$ cat src/rtl/edge_evt_pkg.sv
// Shared types for the edge event arbiter: edge modes, scheduler states,
// event record and mode decode helpers.
package edge_evt_pkg;

  typedef enum logic [1:0] {
    OFF  = 2'b00,
    RISE = 2'b01,
    FALL = 2'b10,
    BOTH = 2'b11
  } edge_mode_t;

  typedef enum logic {
    IDLE    = 1'b0,
    PRESENT = 1'b1
  } arb_state_t;

  // Wide enough for the largest legal channel count (16).
  localparam int EVT_CH_W = 4;

  typedef struct packed {
    logic [EVT_CH_W-1:0] ch;
    logic                rise;
  } edge_evt_t;

  function automatic logic rise_enabled(input edge_mode_t m);
    return (m == RISE) || (m == BOTH);
  endfunction

  function automatic logic fall_enabled(input edge_mode_t m);
    return (m == FALL) || (m == BOTH);
  endfunction

endpackage

$ cat src/rtl/edge_chan.sv
// One channel: previous-sample register, mode-masked edge detection,
// a single pending-edge slot and a sticky overflow flag.
module edge_chan
  import edge_evt_pkg::*;
(
  input  logic       clk,
  input  logic       reset,
  input  logic       a,
  input  edge_mode_t mode,
  input  logic       drain,
  input  logic       ovf_clr,
  output logic       pend_valid,
  output logic       pend_rise,
  output logic       overflow
);

  logic prev_r;
  logic valid_r;
  logic rise_r;
  logic ovf_r;

  logic rise_s;
  logic fall_s;
  logic edge_s;
  logic load_s;
  logic drop_s;

  // Edge qualification and slot load/drop decisions.
  always_comb begin
    rise_s = a & ~prev_r & rise_enabled(mode);
    fall_s = ~a & prev_r & fall_enabled(mode);
    edge_s = rise_s | fall_s;
    load_s = edge_s & (~valid_r | drain);
    drop_s = edge_s & valid_r & ~drain;
  end

  // Sample history, pending slot and sticky overflow (a drop beats a clear).
  always_ff @(posedge clk or negedge reset) begin
    if (!reset) begin
      prev_r  <= 1'b0;
      valid_r <= 1'b0;
      rise_r  <= 1'b0;
      ovf_r   <= 1'b0;
    end else begin
      prev_r <= a;
      if (load_s) begin
        valid_r <= 1'b1;
        rise_r  <= rise_s;
      end else if (drain) begin
        valid_r <= 1'b0;
      end
      if (drop_s) begin
        ovf_r <= 1'b1;
      end else if (ovf_clr) begin
        ovf_r <= 1'b0;
      end
    end
  end

  assign pend_valid = valid_r;
  assign pend_rise  = rise_r;
  assign overflow   = ovf_r;

endmodule

$ cat src/rtl/edge_event_arbiter.sv
// Multi-channel edge event controller: per-channel detectors feeding a
// round-robin scheduler that presents one registered event at a time.
module edge_event_arbiter
  import edge_evt_pkg::*;
#(
  parameter  int NUM_CH = 4,
  localparam int CH_W   = $clog2(NUM_CH)
) (
  input  logic                clk,
  input  logic                reset,
  input  logic [NUM_CH-1:0]   a_i,
  input  logic [2*NUM_CH-1:0] mode_i,
  output logic                evt_valid_o,
  input  logic                evt_ready_i,
  output logic [CH_W-1:0]     evt_ch_o,
  output logic                evt_rise_o,
  output logic [NUM_CH-1:0]   overflow_o,
  input  logic                ovf_clr_i
);

  logic [NUM_CH-1:0] pend_valid_s;
  logic [NUM_CH-1:0] pend_rise_s;
  logic [NUM_CH-1:0] drain_s;

  arb_state_t        state_r;
  arb_state_t        state_nxt;
  logic              evt_valid_r;
  logic              valid_nxt;
  logic [CH_W-1:0]   evt_ch_r;
  logic [CH_W-1:0]   ch_nxt;
  logic              evt_rise_r;
  logic              rise_nxt;
  logic [CH_W-1:0]   last_grant_r;

  logic              grant_s;
  logic              sel_found_s;
  logic [CH_W-1:0]   sel_ch_s;
  logic [CH_W-1:0]   idx_s;

  for (genvar g = 0; g < NUM_CH; g++) begin : g_chan
    edge_chan u_chan (
      .clk        (clk),
      .reset      (reset),
      .a          (a_i[g]),
      .mode       (edge_mode_t'(mode_i[2*g+1:2*g])),
      .drain      (drain_s[g]),
      .ovf_clr    (ovf_clr_i),
      .pend_valid (pend_valid_s[g]),
      .pend_rise  (pend_rise_s[g]),
      .overflow   (overflow_o[g])
    );
  end

  // Round-robin pick: first valid slot after the last grant, wrapping.
  always_comb begin
    sel_found_s = 1'b0;
    sel_ch_s    = '0;
    idx_s       = '0;
    for (int i = 1; i <= NUM_CH; i++) begin
      idx_s = CH_W'((int'(last_grant_r) + i) % NUM_CH);
      if (!sel_found_s && pend_valid_s[idx_s]) begin
        sel_found_s = 1'b1;
        sel_ch_s    = idx_s;
      end else begin
        sel_found_s = sel_found_s;
      end
    end
  end

  // Scheduler next state and next event fields; a grant may chain straight off a handshake.
  always_comb begin
    state_nxt = state_r;
    valid_nxt = evt_valid_r;
    ch_nxt    = evt_ch_r;
    rise_nxt  = evt_rise_r;
    grant_s   = 1'b0;
    case (state_r)
      IDLE: begin
        if (sel_found_s) begin
          grant_s = 1'b1;
        end else begin
          valid_nxt = 1'b0;
        end
      end
      PRESENT: begin
        if (evt_ready_i) begin
          if (sel_found_s) begin
            grant_s = 1'b1;
          end else begin
            state_nxt = IDLE;
            valid_nxt = 1'b0;
          end
        end else begin
          valid_nxt = 1'b1;
        end
      end
      default: begin
        state_nxt = IDLE;
        valid_nxt = 1'b0;
      end
    endcase
    if (grant_s) begin
      state_nxt = PRESENT;
      valid_nxt = 1'b1;
      ch_nxt    = sel_ch_s;
      rise_nxt  = pend_rise_s[sel_ch_s];
    end else begin
      ch_nxt = ch_nxt;
    end
  end

  // Drain only the granted channel's slot.
  always_comb begin
    drain_s = '0;
    if (grant_s) begin
      drain_s[sel_ch_s] = 1'b1;
    end else begin
      drain_s = '0;
    end
  end

  // Scheduler state and registered event outputs; last_grant starts at the top channel.
  always_ff @(posedge clk or negedge reset) begin
    if (!reset) begin
      state_r      <= IDLE;
      evt_valid_r  <= 1'b0;
      evt_ch_r     <= '0;
      evt_rise_r   <= 1'b0;
      last_grant_r <= CH_W'(NUM_CH - 1);
    end else begin
      state_r     <= state_nxt;
      evt_valid_r <= valid_nxt;
      evt_ch_r    <= ch_nxt;
      evt_rise_r  <= rise_nxt;
      if (grant_s) begin
        last_grant_r <= sel_ch_s;
      end
    end
  end

  assign evt_valid_o = evt_valid_r;
  assign evt_ch_o    = evt_ch_r;
  assign evt_rise_o  = evt_rise_r;

endmodule

$ cat config.mk
export PLATFORM = sky130hd
export DESIGN_NAME = edge_event_arbiter
export DESIGN_NICKNAME = d
export VERILOG_FILES = /design/src/rtl/edge_evt_pkg.sv /design/src/rtl/edge_chan.sv /design/src/rtl/edge_event_arbiter.sv
export SDC_FILE = /design/constraint.sdc
export NUM_CORES = 1
export LEC_CHECK = 0
export ABC_AREA = 1
export CAP_MARGIN = 20
export CORE_ASPECT_RATIO = 1.4
export CORE_MARGIN = 4
export CORE_UTILIZATION = 48
export DETAILED_ROUTE_END_ITERATION = 16
export PLACE_DENSITY = 0.74
export REMOVE_ABC_BUFFERS = 1
export SYNTH_ARGS = -nofsm -noshare
export SYNTH_HDL_FRONTEND = slang
export SYNTH_SLANG_ARGS = --single-unit
$ cat constraint.sdc
create_clock -name clk -period 2.1 [get_ports clk]
set_input_delay 0.21 -clock clk [delete_from_list [all_inputs] [get_ports clk]]
set_output_delay 0.21 -clock clk [all_outputs]
set_load 0.01 [all_outputs]
==> metrics.cfg, run 1 <==
[timing]
period_needed_ps=1970
finalCritPeriodShare_pct=94.0
setup_tns_ps=0
rsz0062_at_grt=yes
worst_slack_ps=126
max_slew_margin_pct=80.5
setup-violations-final=0
final-hold-violation-count=0
worst_pin_slew_ps=292
whs_ps=234
slew_viol_final=0
finClkSkew_ps=2.64
fmaxAchievable_mhz=507

[placement]
io_buffers=23
hpwl_um=2240
place.gp.congestion=0.800
pre_cts_slack_ps=97.0

[pwr]
power.internal_w=0.00141
p_switching_w=0.00148
power_w=0.00288
switching_share_pct=51.3
p_leak_nw=0.845
powerDensity_nw_per_um2=1730
p_comb_share_pct=66.3
seq_power_share_pct=26.6
vdd_drop_max_mv=0.842
p_clk_share_pct=7.1

[worst_setup_path]
slowest_delay_ps=640
rr_worst_depth=14
cp.required_ps=2320
r2r_slack_ps=130
worst-path-max-fanout=8
r2r-start=last_grant_r[0]$_DFFE_PN1P_
worst_r2r_endpoint=g_chan[2].u_chan.pend_rise$_DFFE_PN0P_
crit_chain=buf_4 > nand2_1 > nand2_1 > nor2_1 > nor2_2 > nand3_4 > nand2_4 > nand2_4 > inv_2 > nand2_1 > nand2_2 > nand2_1 > nand2_1 > nand2_1
crit_family=simple AND/OR/NAND/NOR gates
start_kind=flop
cp.arrival_ps=2190
crit_top_cell=nand2_1
slowest_stage=dfstp_2
worst-path-buf-inv=2
worstSetupPathType=reg -> reg
endpoint_kind=flop

[synthesis]
avgSynthCellArea_sq_um=7.42
syn_area_sq_um=1340
synthTopCellsByCount=66 x nand2_1, 23 x inv_1, 21 x dfrtp_1
synth_edf_count=0
synth_area_leaders=dfrtp_1 39%, nand2_1 19%, inv_1 6.5%
ys_ff_latch=23
netlist-cell-type-count=21
yosysTopAreaCell=dfrtp_1
async_reset_ff_share_pct=100
ys.flop_type=dfrtp_1
yosys_warnings=0
netlist_instances=180
ys_seq_area_share_pct=43.3
synth_top_area_share_pct=39.4
yosysMostFrequentCell=nand2_1

[floorplanning]
core_area_sq_um=2640
num_rows=22
die_h_um=70.4
initial_core_util_pct=50.5
num_io_pins=24
die_area_sq_um=3700
die_w_um=52.6

[drt]
drc=0
drtIter0Drc=41
drt-pass1-iter-count=4
postRouteAntennaNets=0
avgRoutedWirePerCell_um=12.0
vias=1191
vias_per_cell=4.98
drt_wl_total_um=2870

[clocking]
cts_tree=done
clk_path_buf_depth=2
h-tree-depth=1
path_clk_slew_ps=120
cts-root-buf=clkbuf_4
hold_buffers=0
numCtsBuffers=3
clk_latency_ps=310
cts.sinks=23

[min_path]
hold_path_class=in -> async

[cells_and_area]
regArea_sq_um=578
diodes=0
area_growth_pct=24.6
nets=220
fillerInstances=242
drive_gt1_share_pct=21.2
multi_input_area_sq_um=653

[global_routing]
grt_max_degree=24
grt-ovfl-total=0
grt_pass1_vias=1170
antenna_found_initial=0
grtUsageTotal_pct=16.9
grt_first_pass_wirelength_um=4740

[outcome]
status=finished, final reports clean

[flow_run]
drv_cap=0

[flip-flops by register name, summed over array words and instances, names as in the netlist]
signal / flops
evt_ch_o: 2
evt_rise_o: 1
evt_valid_o: 1
g_chan.u_chan.overflow: 4
g_chan.u_chan.pend_rise: 4
g_chan.u_chan.pend_valid: 4
g_chan.u_chan.prev_r: 4
last_grant_r: 2
state_r: 1
[cell type report]
type / instances / share of cell area [%]
repair buffers: 25 / 14.7
flip-flops and latches: 23 / 34.8
clock buffers: 4 / 1.58
multi-input cells: 121 / 39.3
well taps: 36 / 2.71
inverters: 30 / 6.92
[metal layers]
metal	GRT usage (%)	up-vias	part of all wire [%]	wire length [um]
met5	0	-	0	0
li1	-	591	-	-
met1	18.0	554	36	1040
met4	9.94	0	3.4	98
met2	30.0	35	56	1600
met3	2.13	11	4.4	127
[how the worst max path moves through the flow]
stage | slack [ps] | endpoint | depth (start not counted) | from
4_1_cts | 80 | g_chan[0].u_chan.pend_rise$_DFFE_PN0P_ | 15 | last_grant_r[0]$_DFFE_PN1P_
5_1_grt | -30 | g_chan[0].u_chan.pend_rise$_DFFE_PN0P_ | 14 | last_grant_r[0]$_DFFE_PN1P_
3_3_place_gp | 200 | g_chan[2].u_chan.pend_rise$_DFFE_PN0P_ | 13 | last_grant_r[0]$_DFFE_PN1P_
6_report | 130 | g_chan[2].u_chan.pend_rise$_DFFE_PN0P_ | 14 | last_grant_r[0]$_DFFE_PN1P_
2_1_floorplan | 320 | g_chan[0].u_chan.pend_rise$_DFFE_PN0P_ | 15 | last_grant_r[0]$_DFFE_PN1P_
3_5_place_dp | 100 | g_chan[0].u_chan.pend_rise$_DFFE_PN0P_ | 15 | last_grant_r[0]$_DFFE_PN1P_
[power by group through the flow]
stage	logic [W]	clock network [W]	registers (W)
floorplan	0.00123	0	0.000778
global placement	0.00162	0	0.000765
detailed placement	0.00168	0	0.000773
CTS	0.00169	0.000213	0.000763
global route	0.00212	0.000225	0.000795
finish	0.00191	0.000205	0.000768
[metrics by stage]
stage	std cells	utilization, %	instance area, sq um
after global routing	239	62.9	1660
final	239	62.9	1660
after global placement	234	59.2	1570
after CTS	238	60.2	1590
after floorplan	174	-	1280
after detailed placement	234	59.2	1570
[worst register-to-register path, stage by stage (launching register included)]
cell	delay [ps]
dfstp_2	640
buf_4	150
nand2_1	100
nand2_1	90
nor2_1	60
nor2_2	190
nand3_4	130
nand2_4	100
nand2_4	70
inv_2	60
nand2_1	60
nand2_2	90
nand2_1	60
nand2_1	50
nand2_1	50
[cell usage in the layout, fill, tap and decap left out]
master / n
a21boi_4: 1
a21oi_1: 3
buf_4: 2
clkbuf_1: 1
clkbuf_4: 3
clkdlybuf4s50_1: 23
clkinv_1: 1
dfrtp_1: 21
dfstp_2: 2
inv_1: 23
inv_2: 5
inv_4: 1
nand2_1: 60
nand2_2: 16
nand2_4: 5
nand3_1: 9
nand3_2: 2
nand3_4: 1
nand3b_1: 4
nand4_1: 3
nor2_1: 7
nor2_2: 3
nor2_4: 1
nor2_8: 1
o21ai_0: 1
o22ai_1: 4
[timing repair]
item                       4_1_cts  5_1_grt
gates resized for setup          0       16
buffers inserted                 0        1
setup endpoints to repair        0       12
[cell families after synthesis]
logic type / Yosys count / synth area share, %
buffers and inverters: 36 / 12.4
AOI/OAI and AO/OA: 9 / 3.94
and+or+nand+nor: 112 / 40.4
DFF: 23 / 43.3
Power figures use the tool's default switching activity.
==> inputs of run 2 (changes only) <==
- TNS_END_PERCENT: default -> 50
==> results of run 2 <==
The final DEF is identical to that of run 1; final timing and power are the same.
